==> src/rtl/spiram_port_arbiter.sv <==
// spiram_port_arbiter: two-port round-robin arbiter and single-word transaction
// sequencer driving the rd/wr strobe and rbusy/wbusy handshake of the SPI RAM
// controller. Each phase (strobe-to-busy, busy-to-idle) is bounded by a
// timeout that completes the transaction with an error flag.
module spiram_port_arbiter #(
  parameter int unsigned TIMEOUT_CYCLES = 1024,
  parameter int unsigned CNT_W          = 16
) (
  input  logic        clk,
  input  logic        reset,
  // port 0
  input  logic        m0_req,
  input  logic        m0_we,
  input  logic [15:0] m0_addr,
  input  logic [31:0] m0_wdata,
  output logic [31:0] m0_rdata,
  output logic        m0_ack,
  output logic        m0_err,
  // port 1
  input  logic        m1_req,
  input  logic        m1_we,
  input  logic [15:0] m1_addr,
  input  logic [31:0] m1_wdata,
  output logic [31:0] m1_rdata,
  output logic        m1_ack,
  output logic        m1_err,
  // SPI RAM controller side
  output logic        mem_rd,
  output logic        mem_wr,
  output logic [15:0] mem_addr,
  output logic [31:0] mem_wdata,
  input  logic [31:0] mem_rdata,
  input  logic        mem_rbusy,
  input  logic        mem_wbusy
);

  localparam int unsigned AW = 16;
  localparam int unsigned DW = 32;
  localparam logic [CNT_W-1:0] CNT_LAST = CNT_W'(TIMEOUT_CYCLES - 32'd1);

  typedef enum logic [1:0] {
    ST_IDLE  = 2'd0,
    ST_ISSUE = 2'd1,
    ST_WAIT  = 2'd2,
    ST_DONE  = 2'd3
  } state_t;

  state_t           state_q, state_d;
  logic [CNT_W-1:0] cnt_q, cnt_d;
  logic             grant_q, grant_d;
  logic             we_q, we_d;
  logic             last_grant_q, last_grant_d;

  logic             mem_rd_d, mem_wr_d;
  logic [AW-1:0]    mem_addr_d;
  logic [DW-1:0]    mem_wdata_d;
  logic [DW-1:0]    m0_rdata_d, m1_rdata_d;
  logic             m0_ack_d, m1_ack_d;
  logic             m0_err_d, m1_err_d;

  logic             busy_c;
  logic             timeout_c;
  logic             pick_c;
  logic             pick_we_c;
  logic [AW-1:0]    pick_addr_c;
  logic [DW-1:0]    pick_wdata_c;

  assign busy_c    = mem_rbusy | mem_wbusy;
  assign timeout_c = (cnt_q == CNT_LAST);

  // Round-robin pick: a lone requester wins, a contest goes to the port not granted last.
  assign pick_c       = (m0_req & m1_req) ? ~last_grant_q : m1_req;
  assign pick_we_c    = pick_c ? m1_we    : m0_we;
  assign pick_addr_c  = pick_c ? m1_addr  : m0_addr;
  assign pick_wdata_c = pick_c ? m1_wdata : m0_wdata;

  // Next-state and next-output logic for the transaction sequencer.
  always_comb begin
    state_d      = state_q;
    cnt_d        = cnt_q;
    grant_d      = grant_q;
    we_d         = we_q;
    last_grant_d = last_grant_q;
    mem_rd_d     = 1'b0;
    mem_wr_d     = 1'b0;
    mem_addr_d   = mem_addr;
    mem_wdata_d  = mem_wdata;
    m0_rdata_d   = m0_rdata;
    m1_rdata_d   = m1_rdata;
    m0_ack_d     = 1'b0;
    m1_ack_d     = 1'b0;
    m0_err_d     = m0_err;
    m1_err_d     = m1_err;

    case (state_q)
      ST_IDLE: begin
        if (m0_req | m1_req) begin
          grant_d     = pick_c;
          we_d        = pick_we_c;
          mem_addr_d  = pick_addr_c;
          mem_wdata_d = pick_wdata_c;
          cnt_d       = '0;
          mem_rd_d    = ~pick_we_c;
          mem_wr_d    = pick_we_c;
          state_d     = ST_ISSUE;
        end
      end

      ST_ISSUE: begin
        if (busy_c) begin
          // controller has accepted the strobe; release it on this edge
          cnt_d   = '0;
          state_d = ST_WAIT;
        end else if (timeout_c) begin
          if (grant_q) begin
            m1_ack_d = 1'b1;
            m1_err_d = 1'b1;
          end else begin
            m0_ack_d = 1'b1;
            m0_err_d = 1'b1;
          end
          state_d = ST_DONE;
        end else begin
          // hold the strobe: the controller may still be in its start cycle
          cnt_d    = cnt_q + CNT_W'(1);
          mem_rd_d = ~we_q;
          mem_wr_d = we_q;
        end
      end

      ST_WAIT: begin
        if (!busy_c) begin
          if (grant_q) begin
            m1_ack_d = 1'b1;
            m1_err_d = 1'b0;
            if (!we_q) m1_rdata_d = mem_rdata;
          end else begin
            m0_ack_d = 1'b1;
            m0_err_d = 1'b0;
            if (!we_q) m0_rdata_d = mem_rdata;
          end
          state_d = ST_DONE;
        end else if (timeout_c) begin
          if (grant_q) begin
            m1_ack_d = 1'b1;
            m1_err_d = 1'b1;
          end else begin
            m0_ack_d = 1'b1;
            m0_err_d = 1'b1;
          end
          state_d = ST_DONE;
        end else begin
          cnt_d = cnt_q + CNT_W'(1);
        end
      end

      ST_DONE: begin
        // ack is visible during this cycle; remember the winner for fairness
        last_grant_d = grant_q;
        state_d      = ST_IDLE;
      end

      default: begin
        state_d = ST_IDLE;
      end
    endcase
  end

  // State and registered-output update with synchronous active-low reset.
  always_ff @(posedge clk) begin
    if (!reset) begin
      state_q      <= ST_IDLE;
      cnt_q        <= '0;
      grant_q      <= 1'b0;
      we_q         <= 1'b0;
      last_grant_q <= 1'b1;
      mem_rd       <= 1'b0;
      mem_wr       <= 1'b0;
      mem_addr     <= '0;
      mem_wdata    <= '0;
      m0_rdata     <= '0;
      m1_rdata     <= '0;
      m0_ack       <= 1'b0;
      m1_ack       <= 1'b0;
      m0_err       <= 1'b0;
      m1_err       <= 1'b0;
    end else begin
      state_q      <= state_d;
      cnt_q        <= cnt_d;
      grant_q      <= grant_d;
      we_q         <= we_d;
      last_grant_q <= last_grant_d;
      mem_rd       <= mem_rd_d;
      mem_wr       <= mem_wr_d;
      mem_addr     <= mem_addr_d;
      mem_wdata    <= mem_wdata_d;
      m0_rdata     <= m0_rdata_d;
      m1_rdata     <= m1_rdata_d;
      m0_ack       <= m0_ack_d;
      m1_ack       <= m1_ack_d;
      m0_err       <= m0_err_d;
      m1_err       <= m1_err_d;
    end
  end

endmodule

==> config.mk <==
export PLATFORM = sky130hd
export DESIGN_NAME = spiram_port_arbiter
export DESIGN_NICKNAME = d
export VERILOG_FILES = /design/src/rtl/spiram_port_arbiter.sv
export SDC_FILE = /design/constraint.sdc
export NUM_CORES = 1
export LEC_CHECK = 0
export ABC_AREA = 1
export CAP_MARGIN = 30
export CORE_ASPECT_RATIO = 0.6
export CORE_MARGIN = 5
export CORE_UTILIZATION = 35
export CTS_CLUSTER_DIAMETER = 80
export DETAILED_ROUTE_END_ITERATION = 8
export DONT_BUFFER_PORTS = 1
export PLACE_DENSITY_LB_ADDON = 0.25
export REMOVE_ABC_BUFFERS = 1
export SLEW_MARGIN = 10
export SYNTH_ARGS = -nofsm -noshare
export SYNTH_HDL_FRONTEND = slang
export SYNTH_SLANG_ARGS = --single-unit
==> constraint.sdc <==
create_clock -name clk -period 2.05 [get_ports clk]
set_input_delay 0.205 -clock clk [delete_from_list [all_inputs] [get_ports clk]]
set_output_delay 0.205 -clock clk [all_outputs]
set_load 0.02 [all_outputs]
-- Word-level counts from Yosys, hierarchy flattened
Index checks and enable logic that the tools add are counted.
Widths: inputs -> output; s select.
- $add $sub $neg: 1
- multiply operators: 0
- div/mod/pow operators: 0
- $lt $le $gt $ge: 0
- eq/ne operators: 9
- shift operators: 0
- mux-type cells: 44
- bitwise operators: 8
- reductions and logical operators: 9
- operator list (operator ; count):
    $mux 16 ; 5
    $pmux 16 s3 ; 1
    $mux 32 ; 1
    $mux 1 ; 26
    $add 16x1->16 const B ; 1
    $eq 16x10->1 const B ; 1
    $pmux 1 s2 ; 6
    $reduce_and 3->1 ; 3
    $mux 2 ; 4
    $pmux 2 s4 ; 1
    $reduce_and 4->1 ; 2
    $ne 2x2->1 const B ; 3
    $ne 3x3->1 const B ; 2
    $not 1->1 ; 5
    $eq 2x2->1 const B ; 2
    $reduce_bool 3->1 ; 1
    $eq 2x1->1 const B ; 1
    $logic_not 2->1 ; 1
    $or 1x1->1 ; 2
    $reduce_and 2->1 ; 1
    $reduce_bool 2->1 ; 1
    $and 1x1->1 ; 1
- register bits: 139
- bits in latches: 0
- RAM bits: 0
- memory bits (read-only): 0
- output and inout port bits: 118
- memories: 0

-- Longest topological paths before layout
- depth in word-level cells: 6
- mapped depth: 12
- depth with buffers taken out: 12

-- Worst setup path before layout
Ideal clock, no wire load.
- path type: register to register
- start point: reg state_q[0]
- end point: reg mem_addr[0]
- setup time: 0.124 ns
- data arrival time: 1.367 ns
- required time: 1.926 ns
- path slack: 0.558 ns
- cell stages (with the launch flop): 8
- path buffers: 2
- clock period less this slack: 1.492 ns
- cell sequence: dfxtp_1 -> inv_1 -> ha_1 -> inv_2 -> nor2_2 -> buf_2 -> buf_2 -> a31oi_1
- cells in the longest elaborated chain, start to end: 2
- ends and longest elaborated chain (what ; RTL line ; source):
    start, declared ; 48 ; state_t state_q, state_d;
    start signal, assigned ; 188 ; state_q <= state_d;
    $logic_not 2->1 ; 95 ; case (state_q)
    $reduce_and 2->1 (no source line) ; -- ;
    end signal, assigned ; 195 ; mem_addr <= mem_addr_d;
    end, declared ; 30 ; output logic [15:0] mem_addr,
No other way between the ends.
A chain may end at the register's enable or synchronous reset.

-- Worst setup path after layout
- start point: reg state_q[0]
- end point: reg m0_rdata[29]
- cells in the longest elaborated chain, start to end: 2
- ends and longest elaborated chain (what ; RTL line ; source):
    $eq 2x2->1 ; 95 ;
    $reduce_and 4->1 (no source line) ; -- ;
    end signal, assigned ; 197 ; m0_rdata <= m0_rdata_d;
    end, declared ; 16 ; output logic [31:0] m0_rdata,
No other way between the ends.

==> flow_summary.rst <==
.. list-table::
   :header-rows: 1

   * - Metric
     - Value
   * - Share of the yosys chip area belonging to registers
     - between 40% and 50%
   * - Power density of the placed cells
     - 904.5 nW/um^2
   * - Boundary Pins
     - 254
   * - Cell Rows
     - 36
   * - Wire length after detailed routing
     - 19420 um
   * - Avg Vias per Cell
     - 5.059
   * - Clock period minus final worst setup slack
     - 1.838 ns
   * - Antenna Diode Count
     - 0
   * - Initial core utilization
     - a little over a third
   * - Max Cap Violations
     - 0
   * - Post-place setup slack
     - 0.2433 ns
   * - Worst hold slack
     - ~0.023 ns
   * - Synthesized netlist cell count
     - 777
   * - Overall die area
     - just under 20000 sq um
   * - Syn_area_per_cell
     - 7.428 sq um
   * - Largest incremental delay on the critical path
     - 0.40 ns
   * - Core Region
     - 16220 sq um
   * - Number of setup buffers added after CTS
     - 0
   * - Global-route wire length before repair
     - just under 30000 um
   * - Arrival time at the worst endpoint
     - 2.20 ns
   * - Setup repair after global routing missed its margin
     - no
   * - Outcome
     - finished clean
   * - Multi-input gate area
     - between 2000 and 3000 sq um
   * - Path type of the worst setup path
     - flop to flop
   * - Required time of the critical path
     - 2.41 ns
   * - Number of nets still failing antenna checks after routing
     - 0
   * - Setup slack after layout
     - 0.2118 ns
   * - Final-report setup violation count
     - 0
   * - Finished Cell Area
     - 7874 sq um
   * - Antenna violations before repair
     - 0
   * - Detailed Place HPWL
     - 12810 um
   * - Longest Clk Path Bufs
     - 2
   * - DR iter-0 viols
     - 463
   * - Synth top area share
     - between 40 and 50%
   * - Buffer cell driving the clock tree root
     - sky130_fd_sc_hd__clkbuf_16
   * - Max-slew headroom
     - 71.70%
   * - Global router's overall resource usage
     - roughly 20%
   * - Pre-Repair DR Iteration Count
     - 6
   * - Die Span X
     - 175.8 um
   * - Worst-case clock skew
     - between 0.01 and 0.015 ns
   * - Proportion of layout cells with a drive suffix above 1
     - 8.980%
   * - Number of buffers inserted by hold repair at cts
     - 129
   * - Critical-path top delay cell
     - sky130_fd_sc_hd__dfxtp_1
   * - Final-report hold violation count
     - 0
   * - Clock-pin slew reported for the worst setup and hold paths after clock tree synthesis
     - roughly 0.070 ns
   * - Clock tree from TritonCTS
     - done
   * - Max VDD drop
     - 0.4749 mV
   * - Maximum frequency from static timing analysis
     - 544.0 MHz
   * - Number of synthesized flops with an enable pin
     - 0
   * - Post-cts gate resize count
     - 0
   * - Vias post-DR
     - 5621
   * - Pin count of the biggest net entering global routing
     - 118
   * - Average wire per standard cell
     - 17.48 um
   * - Most common cell on crit path
     - sky130_fd_sc_hd__inv_2
   * - Maximum level of the CTS H-tree
     - 4
   * - DR DRC count
     - 0
   * - Final weighted congestion in routability-driven placement
     - 0.8304
   * - Final number of max-transition violations
     - 0
   * - Fin crit share
     - 89.67%
   * - Leakage
     - 3.029 nW
   * - Number of buffers added by the clock tree synthesis step
     - 17
   * - Number of global-route vias before repair
     - 5275
   * - Port Buf Inserts
     - 0
   * - Cells along the critical path
     - inv_1 -> ha_1 -> inv_2 -> nor2_4 -> inv_2 -> nor2_2 -> nand2_2 -> buf_4 -> o21ai_0 -> nor2_1
   * - Die Span Y
     - 109.5 um
   * - Post-Syn Area
     - 5772 sq um
   * - Largest fanout of any net on the critical path
     - 26
   * - Cell Area, Placed
     - 5937 sq um
   * - Filler Cells Inserted
     - 1543
   * - Layout Area Growth over Synthesis
     - 36.42%
   * - TritonCTS sink count
     - 139
   * - Critical path startpoint category
     - flop
   * - Register Area
     - between 2000 and 3000 sq um
   * - Synth area leader
     - sky130_fd_sc_hd__dfxtp_1
   * - Cell types occupying the most area after synthesis
     - sky130_fd_sc_hd__dfxtp_1 48%, sky130_fd_sc_hd__nor2_1 11%, sky130_fd_sc_hd__o21ai_0 10%, sky130_fd_sc_hd__nand2_1 9.7%, sky130_fd_sc_hd__a31oi_1 5.5%
   * - Number of nets in the layout
     - 1032
   * - Most used flip-flop cell after synthesis
     - sky130_fd_sc_hd__dfxtp_1
   * - Path type of the worst min-delay path
     - primary input to flop
   * - Number of synthesized register bits
     - 139
   * - Total power of the final layout
     - 7.122 mW
   * - Share of flip-flops with an asynchronous set or reset after synthesis
     - 0%
   * - Worst-margin pin slew
     - approximately 0.42 ns
   * - Number of distinct library cell variants in the gate-level netlist after synthesis
     - 31
   * - Overflow left after global routing
     - 0
   * - Warnings from Yosys
     - 0
   * - Kind of end point of the critical path
     - flop
   * - Worst-Skew Late Latency
     - 0.42 ns
[per-layer routing]
| metal | track usage (%) | vias to the layer above | part of all wire, % |
|---|---|---|---|
| met3 | 8.316 | 38 | 9.3 |
| met5 | 0 | - | 0 |
| li1 | - | 2785 | - |
| met2 | 29.63 | 250 | 44 |
| met4 | 8.732 | 0 | 3.2 |
| met1 | 24.87 | 2548 | 44 |
[power by group]
group / internal (mW) / leakage, nW / switching, mW
logic: 0.346 / 1.59 / 0.412
clock network: 1.87 / 0.303 / 1.35
registers: 2.85 / 1.13 / 0.298
[stage by stage]
| step | std cells | utilization, % | setup TNS (ns) |
|---|---|---|---|
| after global placement | 950 | 36.61 | 0 |
| after floorplan | 730 | - | -39.82 |
| after CTS | 1111 | 48.56 | 0 |
| final | 1111 | 48.56 | 0 |
| after global routing | 1111 | 48.56 | 0 |
| after detailed placement | 950 | 36.61 | 0 |
[cells in the mapped netlist (7+ instances only)]
cell type / count
sky130_fd_sc_hd__inv_1: 24
sky130_fd_sc_hd__nand2_2: 8
sky130_fd_sc_hd__nand2_1: 149
sky130_fd_sc_hd__a31oi_1: 51
sky130_fd_sc_hd__nand3_1: 18
sky130_fd_sc_hd__nor2_1: 165
sky130_fd_sc_hd__dfxtp_1: 139
sky130_fd_sc_hd__o21ai_0: 119
sky130_fd_sc_hd__ha_1: 7
sky130_fd_sc_hd__nor2_2: 8
sky130_fd_sc_hd__inv_2: 9
sky130_fd_sc_hd__a21oi_1: 7
sky130_fd_sc_hd__clkbuf_1: 22
sky130_fd_sc_hd__buf_2: 16
[kinds of logic (layout without fill, tap and decap cells)]
family	Yosys count	count (layout)	synth area share [%]
AO/OA/AOI/OAI	188	188	17.86
adder cells (fa/ha/maj)	7	7	1.517
buffers and inverters	83	208	6.720
flip-flops	139	139	48.21
AND/OR/NAND/NOR	360	360	25.69
[cell type report]
type / instances / area share [%]
flip-flops and latches: 139 / 35.34
multi-input cells: 555 / 33.13
repair buffers: 140 / 18.46
clock buffers: 17 / 5.403
well taps: 209 / 3.321
clock inverters: 15 / 2.574
inverters: 36 / 1.764
[layout by cell type, fill, tap and decap left out, types with 9 or more instances in the layout]
master / instances
sky130_fd_sc_hd__nor2_1: 165
sky130_fd_sc_hd__nand2_1: 148
sky130_fd_sc_hd__dfxtp_1: 139
sky130_fd_sc_hd__dlygate4sd3_1: 128
sky130_fd_sc_hd__o21ai_0: 119
sky130_fd_sc_hd__a31oi_1: 51
sky130_fd_sc_hd__inv_1: 24
sky130_fd_sc_hd__nand3_1: 18
sky130_fd_sc_hd__clkbuf_16: 17
sky130_fd_sc_hd__nand2_2: 9
sky130_fd_sc_hd__inv_2: 9
[worst max-delay path, delay by kind of cell (launching register included)]
kind | cells | cell delay (ns)
buf+inv | 4 | 0.62
flops | 1 | 0.40
simple gates | 4 | 0.38
fa+ha+maj | 1 | 0.22
compound gates | 1 | 0.15
[final timing paths]
path                                                 from                   endpoint  slack [ns]  cells after the start
worst max-delay path              state_q[0]$_SDFFE_PN0P_  m0_rdata[29]$_SDFFE_PN0P_        0.21                     10
worst min-delay path                               m1_req    state_q[1]$_SDFFE_PN0P_        0.02                      3
worst max register to register    state_q[0]$_SDFFE_PN0P_  m0_rdata[29]$_SDFFE_PN0P_        0.21                     10
worst min register to register  last_grant_q$_SDFFE_PN1N_  last_grant_q$_SDFFE_PN1N_        0.48                      2
[flip-flops by register name (all words and copies together) (netlist names), 2 cells and up]
| signal | flops |
|---|---|
| m1_rdata | 32 |
| mem_wdata | 32 |
| cnt_q | 16 |
| mem_addr | 16 |
| m0_rdata | 32 |
| state_q | 2 |
Power figures use the tool's default switching activity.
